## src/rtl/id_ex_pipe_reg_pkg.sv

```systemverilog
// Shared ID/EX pipeline definitions: ALUop encodings, EX control bundle, default widths.
// Latency: n/a (types, constants and a pure helper function only).
// Backpressure: n/a.
package id_ex_pipe_reg_pkg;

  // Default datapath and index widths
  localparam int XLEN_DEF   = 32;
  localparam int REG_AW_DEF = 5;
  localparam int CNT_W_DEF  = 32;

  // ALU operation classes produced by the decode control unit
  localparam logic [1:0] ALU_ADD = 2'b00;
  localparam logic [1:0] ALU_BR  = 2'b01;
  localparam logic [1:0] ALU_R   = 2'b10;
  localparam logic [1:0] ALU_I   = 2'b11;

  // Control bundle consumed by EX (and carried onward to MEM/WB)
  typedef struct packed {
    logic [1:0] ALUop;
    logic       ALUSrc;
    logic       branch;
    logic       jump;
    logic       memRead;
    logic       memWrite;
    logic       memToReg;
    logic       regWrite;
  } ctrl_ex_t;

  localparam ctrl_ex_t CTRL_NOP = '0;

  // Suppress every side-effecting control bit when the slot is not a real
  // instruction. ALUop/ALUSrc/memToReg are harmless and pass through as given.
  function automatic ctrl_ex_t gate_bubble(input ctrl_ex_t c, input logic vld);
    ctrl_ex_t g;
    g = c;
    if (!vld) begin
      g.regWrite = 1'b0;
      g.memWrite = 1'b0;
      g.memRead  = 1'b0;
      g.branch   = 1'b0;
      g.jump     = 1'b0;
    end
    return g;
  endfunction

endpackage

```

## src/rtl/id_ex_pipe_reg_sat_counter.sv

```systemverilog
// pipe_sat_counter: CNT_W-bit up counter that sticks at all-ones.
// Latency: count visible the cycle after an enabled edge.
// Backpressure: none; i_en is sampled every edge, async active-low clear.
module pipe_sat_counter #(
  parameter int CNT_W = 32
) (
  input  logic             clk,
  input  logic             rst_n,
  input  logic             i_en,
  output logic [CNT_W-1:0] o_cnt
);

  logic [CNT_W-1:0] r_cnt;
  logic             w_at_max;

  assign w_at_max = (r_cnt == {CNT_W{1'b1}});

  // Count enabled edges, holding at all-ones instead of wrapping
  always_ff @(posedge clk or negedge rst_n) begin
    if (!rst_n) begin
      r_cnt <= '0;
    end else if (i_en && !w_at_max) begin
      r_cnt <= r_cnt + 1'b1;
    end
  end

  assign o_cnt = r_cnt;

endmodule

```

## src/rtl/id_ex_pipe_reg.sv

```systemverilog
// ID/EX pipeline register: control bundle, operands, PC, immediate, indices and valid bit.
// Latency: 1 cycle; priority per edge is flush (bubble) > stall (hold) > load.
// Backpressure: stall freezes every output; optional perf counters under IDEX_PERF_CNT_EN.
module id_ex_pipe_reg
  import id_ex_pipe_reg_pkg::*;
#(
  parameter int XLEN   = XLEN_DEF,
  parameter int REG_AW = REG_AW_DEF
`ifdef IDEX_PERF_CNT_EN
  ,
  parameter int CNT_W  = CNT_W_DEF
`endif
) (
  input  logic              clk,
  input  logic              rst_n,
  input  logic              stall,
  input  logic              flush,
  input  logic              valid_in,
  input  logic [1:0]        ALUop_in,
  input  logic              ALUSrc_in,
  input  logic              branch_in,
  input  logic              jump_in,
  input  logic              memRead_in,
  input  logic              memWrite_in,
  input  logic              memToReg_in,
  input  logic              regWrite_in,
  input  logic [XLEN-1:0]   pc_in,
  input  logic [XLEN-1:0]   rs1_data_in,
  input  logic [XLEN-1:0]   rs2_data_in,
  input  logic [XLEN-1:0]   imm_in,
  input  logic [REG_AW-1:0] rs1_in,
  input  logic [REG_AW-1:0] rs2_in,
  input  logic [REG_AW-1:0] rd_in,
  input  logic [3:0]        funct_in,
  output logic              valid_out,
  output logic [1:0]        ALUop_out,
  output logic              ALUSrc_out,
  output logic              branch_out,
  output logic              jump_out,
  output logic              memRead_out,
  output logic              memWrite_out,
  output logic              memToReg_out,
  output logic              regWrite_out,
  output logic [XLEN-1:0]   pc_out,
  output logic [XLEN-1:0]   rs1_data_out,
  output logic [XLEN-1:0]   rs2_data_out,
  output logic [XLEN-1:0]   imm_out,
  output logic [REG_AW-1:0] rs1_out,
  output logic [REG_AW-1:0] rs2_out,
  output logic [REG_AW-1:0] rd_out,
  output logic [3:0]        funct_out
`ifdef IDEX_PERF_CNT_EN
  ,
  output logic [CNT_W-1:0]  bubble_cnt,
  output logic [CNT_W-1:0]  flush_cnt
`endif
);

  ctrl_ex_t          w_ctrl_in;
  ctrl_ex_t          w_ctrl_gated;
  logic              w_load;
  logic              w_valid_next;

  ctrl_ex_t          r_ctrl;
  logic              r_valid;
  logic [XLEN-1:0]   r_pc;
  logic [XLEN-1:0]   r_rs1_data;
  logic [XLEN-1:0]   r_rs2_data;
  logic [XLEN-1:0]   r_imm;
  logic [REG_AW-1:0] r_rs1;
  logic [REG_AW-1:0] r_rs2;
  logic [REG_AW-1:0] r_rd;
  logic [3:0]        r_funct;

  assign w_ctrl_in = '{
    ALUop:    ALUop_in,
    ALUSrc:   ALUSrc_in,
    branch:   branch_in,
    jump:     jump_in,
    memRead:  memRead_in,
    memWrite: memWrite_in,
    memToReg: memToReg_in,
    regWrite: regWrite_in
  };

  // Only an explicit valid_in=1 counts as a real instruction, so an unknown
  // valid_in resolves to a bubble and never lets side-effect bits through.
  assign w_valid_next = (valid_in === 1'b1);
  assign w_ctrl_gated = gate_bubble(w_ctrl_in, w_valid_next);
  assign w_load       = !flush && !stall;

  // Control bundle and valid bit: flush inserts a clean bubble, stall holds
  always_ff @(posedge clk or negedge rst_n) begin
    if (!rst_n) begin
      r_ctrl  <= CTRL_NOP;
      r_valid <= 1'b0;
    end else if (flush) begin
      r_ctrl  <= CTRL_NOP;
      r_valid <= 1'b0;
    end else if (!stall) begin
      r_ctrl  <= w_ctrl_gated;
      r_valid <= w_valid_next;
    end
  end

  // Datapath fields: zeroed on flush so bubbles are bit-for-bit deterministic
  always_ff @(posedge clk or negedge rst_n) begin
    if (!rst_n) begin
      r_pc       <= '0;
      r_rs1_data <= '0;
      r_rs2_data <= '0;
      r_imm      <= '0;
      r_rs1      <= '0;
      r_rs2      <= '0;
      r_rd       <= '0;
      r_funct    <= '0;
    end else if (flush) begin
      r_pc       <= '0;
      r_rs1_data <= '0;
      r_rs2_data <= '0;
      r_imm      <= '0;
      r_rs1      <= '0;
      r_rs2      <= '0;
      r_rd       <= '0;
      r_funct    <= '0;
    end else if (w_load) begin
      r_pc       <= pc_in;
      r_rs1_data <= rs1_data_in;
      r_rs2_data <= rs2_data_in;
      r_imm      <= imm_in;
      r_rs1      <= rs1_in;
      r_rs2      <= rs2_in;
      r_rd       <= rd_in;
      r_funct    <= funct_in;
    end
  end

  assign valid_out    = r_valid;
  assign ALUop_out    = r_ctrl.ALUop;
  assign ALUSrc_out   = r_ctrl.ALUSrc;
  assign branch_out   = r_ctrl.branch;
  assign jump_out     = r_ctrl.jump;
  assign memRead_out  = r_ctrl.memRead;
  assign memWrite_out = r_ctrl.memWrite;
  assign memToReg_out = r_ctrl.memToReg;
  assign regWrite_out = r_ctrl.regWrite;
  assign pc_out       = r_pc;
  assign rs1_data_out = r_rs1_data;
  assign rs2_data_out = r_rs2_data;
  assign imm_out      = r_imm;
  assign rs1_out      = r_rs1;
  assign rs2_out      = r_rs2;
  assign rd_out       = r_rd;
  assign funct_out    = r_funct;

`ifdef IDEX_PERF_CNT_EN
  logic w_bubble_evt;

  // A bubble lands on a flush edge or on a non-stalled load of an empty slot
  assign w_bubble_evt = flush || (w_load && !w_valid_next);

  pipe_sat_counter #(.CNT_W(CNT_W)) u_bubble_cnt (
    .clk   (clk),
    .rst_n (rst_n),
    .i_en  (w_bubble_evt),
    .o_cnt (bubble_cnt)
  );

  pipe_sat_counter #(.CNT_W(CNT_W)) u_flush_cnt (
    .clk   (clk),
    .rst_n (rst_n),
    .i_en  (flush),
    .o_cnt (flush_cnt)
  );
`endif

endmodule
```

## config.mk

```make
export PLATFORM = sky130hd
export DESIGN_NAME = id_ex_pipe_reg
export DESIGN_NICKNAME = d
export VERILOG_FILES = /design/src/rtl/id_ex_pipe_reg_pkg.sv /design/src/rtl/id_ex_pipe_reg_sat_counter.sv /design/src/rtl/id_ex_pipe_reg.sv
export SDC_FILE = /design/constraint.sdc
export NUM_CORES = 1
export LEC_CHECK = 0
export BUFFER_PORTS_ARGS = -buffer_cell sky130_fd_sc_hd__buf_2
export CORE_ASPECT_RATIO = 2
export CORE_MARGIN = 4
export CORE_UTILIZATION = 46
export CTS_CLUSTER_DIAMETER = 150
export CTS_CLUSTER_SIZE = 20
export DETAILED_ROUTE_END_ITERATION = 6
export PLACE_DENSITY = 0.8
export SLEW_MARGIN = 20
export SYNTH_ARGS = -nofsm -noshare
export SYNTH_HDL_FRONTEND = slang
export SYNTH_SLANG_ARGS = --single-unit
```

## constraint.sdc

```tcl
create_clock -name clk -period 1.2 [get_ports clk]
set_clock_uncertainty 0.2 [all_clocks]
set_input_delay 0.18 -clock clk [delete_from_list [all_inputs] [get_ports clk]]
set_output_delay 0.18 -clock clk [all_outputs]
set_load 0.01 [all_outputs]
```

==> out/results.tsv <==
stage	metric	value	unit
status	status	finished, violations left	
status	violations	setup timing	
die	die-width	91.0	um
global_routing	gr-total-overflow	0	
pwr	power.switching	3.94	mW
synthesis	yosysTopAreaCell	dfrtp_1	
worst_setup_path	reg2reg_depth	4	
synthesis	synth-seq-cells	157	
flow_run	cap_violations	0	
cells_and_area	drive_gt1_share	43.7	%
global_routing	grt_max_degree	75	
pwr	p_clk_share	38.1	%
clocking	cts_root_buf	clkbuf_16	
synthesis	mappedNetlistArea	6330	um^2
pwr	combPwrFrac	20.5	%
worst_setup_path	path_max_fanout	2	
hold_path	hold_path.class	in -> async	
pwr	power.total	14.1	mW
detailed_routing	antenna_left	0	
pwr	p_per_area	1190	nW/um^2
synthesis	yosys-top-cells-area	dfrtp_1 62%, mux2i_1 24%, nor2_1 9.0%	
worst_setup_path	path_depth	1	
die	coreArea	13500	um^2
cells_and_area	num-nets-final	1273	
synthesis	synthDistinctLibCells	10	
sta	max_slew_margin	78.3	%
worst_setup_path	cp.required	820	ps
detailed_routing	drc_errors	0	
sta	worst_pin_slew	316	ps
die	fp.dieH	174	um
cells_and_area	mostFrequentLayoutCell	buf_2	
place	portBuffers	317	
pwr	power_frac_seq	41.4	%
worst_setup_path	critPathCaptureType	primary output	
pwr	irDropWorstVdd	1010	uV
pwr	leakage	6.53	nW
die	start_util	46.9	%
worst_setup_path	critPathLaunchType	register	
synthesis	ys_seq_area_share	62.0	%
sta	fin_crit_sh	117	%
worst_setup_path	cpPeakStageDelay	450	ps
worst_setup_path	crit_chain	buf_6	
worst_setup_path	crit_type	reg -> out	
synthesis	syn_inst	511	
place	place.gp.congestion	0.852	
die	die-area	15800	um^2
sta	hold_viol	0	
clocking	htree_levels	4	
sta	fmax	0.713	GHz
detailed_routing	num_vias	7061	
pwr	power.internal	10.1	mW
cells_and_area	diodes	0	
die	num_io_pins	318	
pwr	switching_share	28.0	%
cells_and_area	fin_area	11800	um^2
sta	setup_violations	169	
clocking	clkTransAtPathRegs	70	ps
sta	period_needed	1400	ps
worst_setup_path	cp_num_buf_inv	1	
worst_setup_path	crit_family	flip-flops	
global_routing	grt_util_all_layers	32.4	%
global_routing	grt_pass1_vias	7161	
synthesis	synthesis.nets	672	
detailed_routing	drtIter0Drc	381	
clocking	cts_buffers	17	
sta	setup_ws	-202	ps
detailed_routing	finalWirelength	31200	um
place	pre_cts_ws	-110	ps
clocking	worst_skew_pair.late_latency	420	ps
clocking	cts_tree	done	
worst_setup_path	cp_data_arrival_time	1020	ps
place	dpl-instance-area	8290	um^2
sta	slew_violations	0	
worst_setup_path	critPathSlowestCell	dfrtp_1	
cells_and_area	layout_common_cells	247 x buf_2, 159 x dlygate4sd3_1, 157 x dfrtp_1	
global_routing	antenna_found_initial	0	
cells_and_area	nFillCells	522	
sta	grt_setup_unrepaired	yes	
synthesis	synth_top_area_share	62.0	%
clocking	clock_sinks	157	
detailed_routing	drt_first_pass_iters	5	
detailed_routing	vias_per_cell	5.52	
cells_and_area	area_growth	86.2	%
clocking	cts_max_path_buffers	2	
place	hpwl	13500	um
detailed_routing	post_drt_wl_per_cell	24.4	um
die	fp-row-count	60	
global_routing	grt_pass1_wl	39600	um
synthesis	postSynthAreaPerCell	12.4	um^2
synthesis	yosysWarnings	0	
==> final timing paths <==
kind | slack, ps | end | start
min reg2reg | 320 | pc_out[18] | pc_out[18]
min in group clk | 200 | memRead_out | stall
max | -200 | imm_out[25] | imm_out[25]
min | 60 | rs1_data_out[8] | rst_n
max in group asynchronous | 200 | imm_out[6] | rst_n
max reg2reg | -100 | ALUop_out[0] | ALUop_out[0]
==> state kept, by name (all words and copies together), names as in the netlist <==
name and flops:
ALUop_out 2, imm_out 32, valid_out 1, rs1_data_out 32, ALUSrc_out 1, memToReg_out 1, rs1_out 5, memRead_out 1
funct_out 4, rs2_out 5, rd_out 5, rs2_data_out 32, jump_out 1, regWrite_out 1, branch_out 1, pc_out 32
memWrite_out 1
==> synthesized netlist by cell type (all sizes together) <==
| library cell | instances |
|---|---|
| nand2 | 5 |
| a21oi | 5 |
| nor2 | 152 |
| dfrtp | 157 |
| mux2i | 152 |
| nand3b | 5 |
| clkbuf | 15 |
| buf | 20 |
==> layer usage <==
| metal | GRT usage [%] | vias up | routed length, um |
|---|---|---|---|
| li1 | - | 2899 | - |
| met1 | 33.7 | 3426 | 9990 |
| met2 | 57.7 | 533 | 16300 |
| met3 | 7.15 | 203 | 2140 |
| met4 | 21.0 | 0 | 2760 |
| met5 | 0 | - | 0 |
==> logic make-up after synthesis <==
kind of cell	after synthesis	synth area share [%]
buf+inv	35	3.67
compound gates	5	0.395
simple gates	162	9.90
flops	157	62.0
mux	152	24.0
==> what timing repair did <==
item | 4_1_cts | 5_1_grt
hold endpoints to repair | 314 | 0
hold buffers | 159 | 0
resized for setup | 52 | 41
gates cloned | 0 | 3
pin swaps | 0 | 3
buffers inserted | 42 | 67
setup endpoints to repair | 157 | 231
==> metrics by stage <==
stage	hold slack, ps	cells	setup TNS (ps)	utilization, %
6_report	57.9	1280	-20760	87.3
2_1_floorplan	-316	511	0	-
3_3_place_gp	-150	980	-5620	61.4
4_1_cts	-24.9	1213	-20490	81.6
3_5_place_dp	-149	980	-8040	61.4
5_1_grt	45.3	1280	-25930	87.3
==> power by group through the flow <==
stage                     Sequential [mW]  Clock (mW)  Combinational (mW)
after global placement               5.83           0                1.69
final                                5.82        5.35                2.88
after global routing                 5.84        5.64                3.02
after floorplan                      5.98           0               0.658
after CTS                            5.76        5.34                2.34
after detailed placement             5.84           0                1.72
==> layout make-up <==
type / count / area [um^2] / share of cell area (%)
Clock inverter: 13 / 131 / 1.11
Clock buffer: 19 / 443 / 3.75
Multi-Input combinational cell: 319 / 2190 / 18.6
Tap cell: 155 / 194 / 1.64
Timing Repair Buffer: 617 / 4910 / 41.6
Sequential cell: 157 / 3930 / 33.3
(Power assumes the default switching activity.)
